==> src/rtl/hwpe_stream_rr_arbiter.sv <==
// Round-robin burst arbiter merging NB_IN HWPE-Stream sources into one sink.
// Optional starvation counter enabled by defining HWPE_STREAM_RR_ARBITER_STARVE_CNT_EN.
module hwpe_stream_rr_arbiter #(
  parameter  int unsigned NB_IN      = 4,
  parameter  int unsigned DATA_WIDTH = 32,
  parameter  int unsigned BURST_LEN  = 4,
  localparam int unsigned ID_WIDTH   = $clog2(NB_IN),
  localparam int unsigned STRB_WIDTH = DATA_WIDTH / 8
) (
  input  logic                                  clk_i,
  input  logic                                  rst_i,
  input  logic                                  clear_i,
  input  logic                                  enable_i,
  input  logic [NB_IN-1:0]                      push_valid_i,
  input  logic [NB_IN-1:0][DATA_WIDTH-1:0]      push_data_i,
  input  logic [NB_IN-1:0][STRB_WIDTH-1:0]      push_strb_i,
  output logic [NB_IN-1:0]                      push_ready_o,
  output logic                                  pop_valid_o,
  output logic [DATA_WIDTH-1:0]                 pop_data_o,
  output logic [STRB_WIDTH-1:0]                 pop_strb_o,
  input  logic                                  pop_ready_i,
  output logic [ID_WIDTH-1:0]                   grant_o,
`ifdef HWPE_STREAM_RR_ARBITER_STARVE_CNT_EN
  output logic [15:0]                           starve_cnt_o,
`endif
  output logic                                  busy_o
);

  localparam int unsigned BEAT_W = $clog2(BURST_LEN + 1);

  typedef enum logic {
    IDLE  = 1'b0,
    GRANT = 1'b1
  } state_e;

  state_e              r_state;
  state_e              w_state_nxt;
  logic [ID_WIDTH-1:0] r_grant;
  logic [ID_WIDTH-1:0] r_rr_ptr;
  logic [BEAT_W-1:0]   r_beat;

  logic                w_sel_found;
  logic [ID_WIDTH-1:0] w_sel_idx;
  logic                w_handshake;
  logic                w_release;

  // (base + off) mod NB_IN for base, off < NB_IN; never yields an index >= NB_IN.
  function automatic logic [ID_WIDTH-1:0] wrap_add(input logic [ID_WIDTH-1:0] base,
                                                   input int unsigned off);
    int unsigned sum;
    sum = 32'(base) + off;
    if (sum >= NB_IN) sum = sum - NB_IN;
    return ID_WIDTH'(sum);
  endfunction

  // First valid requester scanning from the round-robin pointer.
  always_comb begin
    // NOTE: every combinational output gets a default first so no latch is inferred.
    w_sel_found = 1'b0;
    w_sel_idx   = '0;
    for (int unsigned k = 0; k < NB_IN; k++) begin
      if (!w_sel_found && push_valid_i[wrap_add(r_rr_ptr, k)]) begin
        w_sel_found = 1'b1;
        w_sel_idx   = wrap_add(r_rr_ptr, k);
      end
    end
  end

  assign w_handshake = (r_state == GRANT) && push_valid_i[r_grant] && pop_ready_i;
  assign w_release   = (r_state == GRANT) &&
                       (!push_valid_i[r_grant] ||
                        (w_handshake && (r_beat == BEAT_W'(BURST_LEN - 1))));

  // State register.
  always_ff @(posedge clk_i or posedge rst_i) begin
    // NOTE: sequential state uses non-blocking assignments so all flops update together.
    if (rst_i) r_state <= IDLE;
    else       r_state <= w_state_nxt;
  end

  // Next-state logic; clear overrides every transition.
  always_comb begin
    w_state_nxt = r_state;
    case (r_state)
      IDLE:    if (enable_i && w_sel_found) w_state_nxt = GRANT;
      GRANT:   if (w_release)               w_state_nxt = IDLE;
      default: w_state_nxt = IDLE;
    endcase
    if (clear_i) w_state_nxt = IDLE;
  end

  always_ff @(posedge clk_i or posedge rst_i) begin
    if (rst_i) begin
      r_grant  <= '0;
      r_rr_ptr <= '0;
      r_beat   <= '0;
    end else if (clear_i) begin
      r_grant  <= '0;
      r_rr_ptr <= '0;
      r_beat   <= '0;
    end else if (r_state == IDLE) begin
      if (enable_i && w_sel_found) begin
        r_grant <= w_sel_idx;
        r_beat  <= '0;
      end
    end else begin
      if (w_handshake) r_beat   <= r_beat + BEAT_W'(1);
      if (w_release)   r_rr_ptr <= wrap_add(r_grant, 1);
    end
  end

  // Outputs: combinational forwarding of the granted input while in GRANT.
  always_comb begin
    pop_valid_o  = 1'b0;
    pop_data_o   = '0;
    pop_strb_o   = '0;
    push_ready_o = '0;
    busy_o       = (r_state == GRANT);
    if (r_state == GRANT) begin
      pop_valid_o           = push_valid_i[r_grant];
      pop_data_o            = push_data_i[r_grant];
      pop_strb_o            = push_strb_i[r_grant];
      push_ready_o[r_grant] = pop_ready_i;
    end
  end

  assign grant_o = r_grant;

`ifdef HWPE_STREAM_RR_ARBITER_STARVE_CNT_EN
  logic [15:0] r_starve_cnt;
  logic        w_starve;

  // Some requester is waiting while another owns the sink, or nobody owns it.
  always_comb begin
    w_starve = (r_state == IDLE);
    for (int unsigned i = 0; i < NB_IN; i++) begin
      if (push_valid_i[i] && (ID_WIDTH'(i) != r_grant)) w_starve = 1'b1;
    end
  end

  always_ff @(posedge clk_i or posedge rst_i) begin
    if (rst_i)                                    r_starve_cnt <= '0;
    else if (clear_i)                             r_starve_cnt <= '0;
    else if (w_starve && (r_starve_cnt != 16'hFFFF)) r_starve_cnt <= r_starve_cnt + 16'd1;
  end

  assign starve_cnt_o = r_starve_cnt;
`endif

endmodule
==> config.mk <==
export PLATFORM = sky130hd
export DESIGN_NAME = hwpe_stream_rr_arbiter
export DESIGN_NICKNAME = d
export VERILOG_FILES = /design/src/rtl/hwpe_stream_rr_arbiter.sv
export SDC_FILE = /design/constraint.sdc
export NUM_CORES = 1
export LEC_CHECK = 0
export ABC_CLOCK_PERIOD_IN_PS = 2000
export CAP_MARGIN = 20
export CELL_PAD_IN_SITES_DETAIL_PLACEMENT = 0
export CELL_PAD_IN_SITES_GLOBAL_PLACEMENT = 1
export CORE_AREA = 2 2 76 78
export CTS_BUF_LIST = sky130_fd_sc_hd__clkbuf_4 sky130_fd_sc_hd__clkbuf_8
export CTS_CLUSTER_SIZE = 25
export DETAILED_ROUTE_END_ITERATION = 16
export DIE_AREA = 0 0 78 80
export DONT_BUFFER_PORTS = 1
export MAX_ROUTING_LAYER = met4
export PLACE_DENSITY_LB_ADDON = 0.1
export SLEW_MARGIN = 10
export SYNTH_ARGS = -nofsm -noshare
export SYNTH_HDL_FRONTEND = slang
export SYNTH_SLANG_ARGS = --single-unit
==> constraint.sdc <==
create_clock -name clk_i -period 2 [get_ports clk_i]
set_input_delay 0 -clock clk_i [delete_from_list [all_inputs] [get_ports clk_i]]
set_output_delay 0 -clock clk_i [all_outputs]
set_load 0.1 [all_outputs]
## After elaboration in Yosys (flattened, before gate mapping)

Index checks and enable logic that the tools add are counted.

- Register bits: 8
- Bits of input ports: 153
- Word-level logic and storage cells: 98

- Add/subtract/negate cells: 10
- $lt $le $gt $ge: 11
- Equality and inequality tests: 3
- Multiplexer cells: 47
- Bitwise logic cells: 2
- Reduce and logical (&&, ||, !) cells: 21

Operators with widths:

| operator | count |
|---|---|
| $bmux W32 S2 | 1 |
| $mux W32 | 2 |
| $mux W2 | 15 |
| $lt A2 B3 Y1 const B | 5 |
| $mux W1 | 14 |
| $ge A3 B3 Y1 const B | 4 |
| $mux W3 | 4 |
| $mux W4 | 3 |
| $bmux W1 S2 | 5 |
| $sub A2 B1 Y2 const B | 5 |
| $logic_and A1 B1 Y1 | 9 |
| $bmux W4 S2 | 1 |
| $add A2 B1 Y3 const B | 2 |
| $add A2 B2 Y3 const B | 2 |
| $reduce_and A2 Y1 | 3 |
| $reduce_bool A2 Y1 | 3 |
| $and A4 B4 Y4 | 1 |
| $logic_not A1 Y1 | 4 |
| $add A3 B1 Y3 const B | 1 |
| $eq A3 B2 Y1 const B | 1 |
| $ge A2 B3 Y1 const B | 1 |
| $ne A3 B2 Y1 const B | 1 |
| $reduce_bool A3 Y1 | 1 |
| $demux W1 S2 | 1 |
| 5 further kinds | 5 |

## Longest topological paths before layout

Gate-level depths: netlist of the first run.

- Depth after elaboration: 18
- Gate-level depth with buffers: 6

## Least setup slack after synthesis of the first run

Ideal clock, no wire load.

- Kind: register to output
- Start: register r_grant[0], in the netlist grant_o[0]
- End: output pop_data_o[11]
- Arrival: 2.560 ns
- Slack: -0.560 ns
- Stages on the path, launching flop included: 5
- Buffers on the path: 2
- Path through: dfrtp_1 > buf_4 > buf_4 > mux4_2 > and2_1

- Cells in the longest elaborated chain, start to end: 3

RTL lines:

| element | line | source |
|---|---|---|
| start, declared | 38 | `logic [ID_WIDTH-1:0] r_grant;` |
| start signal, assigned | 103 | `r_grant <= w_sel_idx;` |
| $bmux W32 S2 | 121 | `pop_data_o = push_data_i[r_grant];` |
| $mux W32 (implied by the code) | 121 |  |
| $mux W32 | 119 | `if (r_state == GRANT) begin` |
| end, declared | 19 | `output logic [DATA_WIDTH-1:0] pop_data_o,` |

Every way passes these cells. The select of a mux whose other input is x is not followed.

## Worst setup path in the final report of the first run

- Start: register r_grant[0], in the netlist grant_o[0]
- End: output pop_strb_o[1]

- Cells in the longest elaborated chain, start to end: 3

RTL lines:

| element | line | source |
|---|---|---|
| $bmux W4 S2 | 122 | `pop_strb_o = push_strb_i[r_grant];` |
| $mux W4 (implied by the code) | 122 |  |
| $mux W4 | 119 |  |
| end, declared | 20 | `output logic [STRB_WIDTH-1:0] pop_strb_o,` |

Every way passes these cells. The select of a mux whose other input is x is not followed.

==> impl_metrics.tcl, run 1 <==
set metrics [dict create \
    status "finished clean" \
    ant_nets 0 \
    yosys.area_share.xor_xnor_pct 0 \
    clock_sinks 8 \
    dp_hpwl_um 4717 \
    timing.rr.start "grant_o[1]" \
    drt-initial-drc-count 38 \
    fin_worst_skew_ns 0.004500 \
    syn_to_final_growth_pct 27.79 \
    critPathKind "reg -> out" \
    worst_pin_slew_ns 0.5336 \
    dominantRegCellSynth "dfrtp_1" \
    drive_gt1_share_pct 59.63 \
    ff2ff_setup_slack_ns 0.37 \
    postSynthAreaPerCell_um2 11.42 \
    synthAdderAreaFrac_pct 4.412 \
    tns_ns 0 \
    power_density_nw_per_um2 525.6 \
    dr_total_vias 1410 \
    dr.pass1.iters 4 \
    synthMuxAreaShare_pct 50.15 \
    clkTransAtPathRegs_ns 0.05 \
    grtUsageTotal_pct 17.19 \
    grt_pass1_wl_um 8155 \
    overflow 0 \
    grt_pass1_vias 1517 \
    rsz0062_at_grt "no" \
    synth_top_family_by_area "multiplexers" \
    synthCells 149 \
    crit_path_start_kind "flip-flop" \
    drc 0 \
    ir_worst_vdd_mv 0.2956 \
    post_cts_resized 0 \
    cts_tree "done" \
    fin_hold_ws_ns 0.01075 \
    endpoint_kind "output pin" \
    die_h_um 80 \
    crit_start "grant_o[0]" \
    gp_congestion 0.7496 \
    placed_cells 226 \
    wl_per_cell_um 23.83 \
    slew-limit-headroom_pct 64.56 \
    numPortBuffers 0 \
    p_leak_nw 0.7473 \
    die_w_um 78 \
    layout.cells.non_filler 234 \
    yosysWarningCount 0 \
    cts-root-buf "clkbuf_8" \
    yosys.area_share.simple_pct 23.24 \
    syn-num-nets 308 \
    clock_path_buffers 2 \
    final_nets 321 \
    drv_slew 0 \
    fin_crit_sh_pct 94.27 \
    synth-edff-count 0 \
    hold_viol 0 \
    coreArea_um2 5405 \
    async_reset_ff_share_pct 100.0 \
    period_needed_ns 1.885 \
    min_path_type "in -> reg" \
    ios 197 \
    grt_max_degree 30 \
    setup_viol 0 \
    start_util_pct 31.48 \
    ys_seq_area_share_pct 11.76 \
    nFillCells 533 \
    row_count 27 \
    cts_inserted_buffers 3 \
    r2r_end "r_beat[1]" \
    post-route-util_pct 40.23 \
    worstPathRequired_ns 2.00 \
    antenna_found_initial 1 \
    wirelength_um 5577 \
    worstPathArrival_ns 1.89 \
    ys_types 29 \
    maxCapViolations 0 \
    synth_compound_area_share_pct 5.294 \
    reg2reg_depth 4 \
    dieArea_um2 6240 \
    power_mw 1.143 \
    synth_seq_cells 8 \
    clock.fmax_ghz 0.5304 \
    synth_area_um2 1702 \
    worstPathMaxFanout 21 \
    routed_via_density 6.026 \
    endpoint "pop_strb_o[1]" \
    htreeDepth 1 \
    clk_latency_ns 0.23 \
]
-- critical path, stage by stage, from the launching register on --
cell	delay (ns)
dfrtp_4	0.45
buf_12	0.27
mux4_2	0.53
and2_2	0.39
-- Yosys cell counts, drive strengths merged, types with 2 or more instances --
library cell,count,share of area (%)
a21oi,4,1.2
a31o,2,1.0
and2,37,14
and3,4,1.5
buf,6,2.1
clkbuf,8,1.8
dfrtp,8,12
ha,6,4.4
inv,6,1.3
mux2i,2,1.2
mux4,37,49
nand2,3,0.66
nand2b,2,0.74
nand3,2,0.59
nand3b,3,1.3
nor2,3,0.66
nor4bb,3,1.8
o21ai,2,0.59
o31ai,2,0.88
-- how the worst min path moves through the flow --
stage | start | end | depth (start not counted)
floorplan | rst_i | r_beat[0] | 1
global placement | rst_i | r_beat[0] | 1
detailed placement | rst_i | r_beat[0] | 1
CTS | clear_i | r_beat[2] | 2
global route | clear_i | r_beat[2] | 2
finish | clear_i | r_beat[2] | 2
-- placed cells by master (no fill, tap or decap), drive strengths merged --
master	netlist	final
a211oi	1	1
inv	6	6
nor3	1	1
or3	1	1
a31o	2	2
o31ai	2	2
and2b	1	1
mux4	37	37
diode	0	1
o21ai	2	2
a221oi	1	1
or2	1	1
a21boi	1	1
clkbuf	8	4
nand3b	3	3
dfrtp	8	8
nor4bb	3	3
nor4b	1	1
nand2b	2	2
dlygate4sd3	0	3
a21oi	4	4
nand3	2	2
and2	37	37
buf	6	19
and3	4	4
ha	6	6
nand2	3	3
nor2	3	3
mux2i	2	2
or4	1	1
-- what timing repair did --
| action | in CTS | in global routing |
|---|---|---|
| endpoints found under the hold margin | 14 | 0 |
| hold buffers | 3 | 0 |
| setup buffers | 0 | 0 |
-- sequential cells by signal (all words and copies together), names as in the netlist --
name and count:
r_beat 3, r_rr_ptr 2, busy_o 1, grant_o 2
-- layout make-up --
type / instances / area, um2 / area share [%]
multi-input cells: 121 / 1454 / 66.86
flip-flops and latches: 8 / 209.0 / 9.609
inverters: 6 / 22.52 / 1.036
well taps: 72 / 90.09 / 4.143
diodes: 1 / 2.502 / 0.1151
repair buffers: 22 / 347.8 / 16.00
clock buffers: 4 / 48.80 / 2.244
-- cell families (layout without fill, tap and decap cells) --
kind of cell               Yosys count  in the layout
DFF                                  8              8
and+or+nand+nor                     63             63
muxes                               39             39
AOI/OAI and AO/OA                   13             13
adders and majority gates            6              6
buffers and inverters               20             32
other                                0              1
-- metrics by stage --
step           worst slack (ns)  cell area, um2
3_5_place_dp             0.3487            2093
4_1_cts                 0.09620            2172
3_3_place_gp             0.3649            2093
6_report                 0.1146            2175
5_1_grt                 0.04498            2175
2_1_floorplan          0.005274            1750
-- per-layer routing --
metal,GRT usage (%),vias to the layer above,share of wire [%]
li1,-,611,-
met4,3.158,0,0.41
met3,4.186,6,8.9
met2,31.81,92,56
met5,-,-,0
met1,19.00,701,35
-- power by group --
group | leakage, nW | switching, mW | internal [mW]
clock network | 0.0262 | 0.0698 | 0.152
logic | 0.616 | 0.495 | 0.232
registers | 0.105 | 0.0235 | 0.170
Note: power is estimated with default switching activity, not from simulation.
==> run 2: changes to the inputs <==
Settings changed: ABC_AREA set to 1.
==> impl_metrics.tcl, run 2 <==
set metrics [dict create \
    status "finished clean" \
    yosysWarningCount 0 \
    clock.fmax_ghz 0.5555 \
    hold_viol 0 \
    power_mw 4.661 \
    synthAdderAreaFrac_pct 3.734 \
    clock_path_buffers 2 \
    grt_pass1_vias 2513 \
    synthMuxAreaShare_pct 0 \
    crit_path_start_kind "flip-flop" \
    slew-limit-headroom_pct 63.14 \
    worstPathRequired_ns 2.00 \
    critPathKind "reg -> out" \
    dr.pass1.iters 4 \
    place_area_um2 3342 \
    p_leak_nw 1.358 \
    fin_hold_ws_ns 0.01276 \
    routed_via_density 5.440 \
    worstPathMaxFanout 30 \
    synth_seq_cells 8 \
    ant_nets 0 \
    yosys.area_share.simple_pct 44.68 \
    synth-edff-count 0 \
    synth_area_um2 2011 \
    start_util_pct 37.20 \
    clkTransAtPathRegs_ns 0.04 \
    endpoint_kind "output pin" \
    ys_types 25 \
    synth_top_area_share_pct 28.94 \
    worst_pin_slew_ns 0.5529 \
    synth_area_leaders "nor2_1 29%, o21ai_0 19%, dfrtp_1 10%" \
    rsz0062_at_grt "no" \
    clock_sinks 8 \
    worstPathArrival_ns 1.80 \
    fin_crit_sh_pct 90.01 \
    drive_gt1_share_pct 26.65 \
    tns_ns 0 \
    cts-root-buf "clkbuf_8" \
    setup_viol 0 \
    yosysMostFrequentCell "nor2_1" \
    wirelength_um 8283 \
    largest_reg_flops 3 \
    synthCells 406 \
    coreArea_um2 5405 \
    drv_slew 0 \
    fin_worst_skew_ns 0.002997 \
    wl_per_cell_um 16.21 \
    antenna_found_initial 0 \
    clk_latency_ns 0.23 \
    htreeDepth 1 \
    dp_hpwl_um 6551 \
    cts_inserted_buffers 3 \
    period_needed_ns 1.800 \
    yosys.area.top_type "nor2_1" \
    grt_max_degree 41 \
    postCtsSetupBuffers 0 \
    yosys.area_share.xor_xnor_pct 0 \
    most-common-layout-cells "150 x nor2_1, 77 x o21ai_0, 46 x nand2_1" \
    async_reset_ff_share_pct 100.0 \
    final_common_cell "nor2_1" \
    regMostFlops "r_beat" \
    drc 0 \
    dr_total_vias 2780 \
    nFillCells 481 \
    grtUsageTotal_pct 24.63 \
    die_w_um 78 \
    yosys-top-cells-count "155 x nor2_1, 77 x o21ai_0, 46 x nand2_1" \
    syn-num-nets 565 \
    dominantRegCellSynth "dfrtp_1" \
    postSynthAreaPerCell_um2 4.952 \
    ir_worst_vdd_mv 0.8639 \
    row_count 27 \
    numPortBuffers 0 \
    timing.rr.start "r_rr_ptr[0]" \
    gp_congestion 0.8748 \
    ys_seq_area_share_pct 9.956 \
    post_cts_resized 0 \
    final_nets 599 \
    synth_compound_area_share_pct 29.99 \
    overflow 0 \
    grt_pass1_wl_um 12230 \
    power_density_nw_per_um2 1363 \
    cts_tree "done" \
    drt-initial-drc-count 112 \
    diodes 0 \
    synth_top_family_by_area "simple AND/OR/NAND/NOR gates" \
    die_h_um 80 \
    crit_start "grant_o[0]" \
    maxCapViolations 0 \
    dieArea_um2 6240 \
    min_path_type "in -> reg" \
    hp-start "clear_i" \
    ios 197 \
    design_area_um2 3421 \
    syn_to_final_growth_pct 70.13 \
]
-- run 2: changes by cell type after synthesis, moves of 6 or more --
cell     change
nand3_1      +6
o21ai_0     +75
nand2_1     +43
nand2_2      +7
inv_1       +13
and2_1      -36
buf_2        +6
mux4_2      -37
a21oi_1     +35
nor2_1     +152
-- run 2: cell families (layout without fill, tap and decap cells) --
group | Yosys count | in the layout
adder cells (fa/ha/maj) | 6 | 6
AO/OA/AOI/OAI | 119 | 119
flip-flops | 8 | 8
buffers and inverters | 50 | 83
AND/OR/NAND/NOR | 223 | 223
-- run 2: worst max-delay path, stage by stage (launching register included) --
cell     delay (ns)
dfrtp_4        0.51
inv_2          0.15
buf_4          0.29
o21ai_0        0.22
a21oi_4        0.21
buf_12         0.19
-- run 2: path summary, 6_finish.rpt --
check / endpoint / slack, ns / cells past startpoint
max: pop_data_o[29] / 0.20 / 5
min: r_beat[1] / 0.01 / 3
max reg2reg: grant_o[1] / 0.40 / 10
min reg2reg: r_beat[2] / 0.47 / 2
max in group asynchronous: grant_o[1] / 1.50 / 2
min in group asynchronous: busy_o / 0.20 / 2
-- run 2: power breakdown --
group	switching, mW	internal, mW
sequential	0.0687	0.197
clock	0.0672	0.152
combinational	2.87	1.31
-- run 2: final cells by class --
cell class / instances / area, um2 / share of cell area [%]
timing repair buffer: 58 / 968.4 / 28.31
clock buffer: 4 / 48.80 / 1.426
tap: 72 / 90.09 / 2.634
multi-input combinational: 348 / 2014 / 58.89
inverter: 21 / 87.58 / 2.560
sequential: 8 / 211.5 / 6.181
-- run 2: metal layers --
| metal | vias up | track usage, % | wire length (um) |
|---|---|---|---|
| li1 | 1370 | - | - |
| met1 | 1285 | 28.14 | 3306 |
| met2 | 109 | 44.22 | 4278 |
| met3 | 16 | 4.412 | 542 |
| met4 | 0 | 7.018 | 156 |
| met5 | - | - | 0 |
-- run 2: what timing repair did --
| item | CTS | global route |
|---|---|---|
| setup endpoints to repair | 0 | 0 |
| hold buffers | 3 | 0 |
| hold endpoints to repair | 10 | 0 |
-- run 2: stage by stage --
stage | utilization [%] | setup WS (ns) | cells
floorplan | - | 0.03164 | 406
global placement | 61.83 | 0.4555 | 504
detailed placement | 61.83 | 0.4329 | 504
CTS | 63.29 | 0.1986 | 511
global route | 63.29 | 0.09645 | 511
finish | 63.29 | 0.1998 | 511
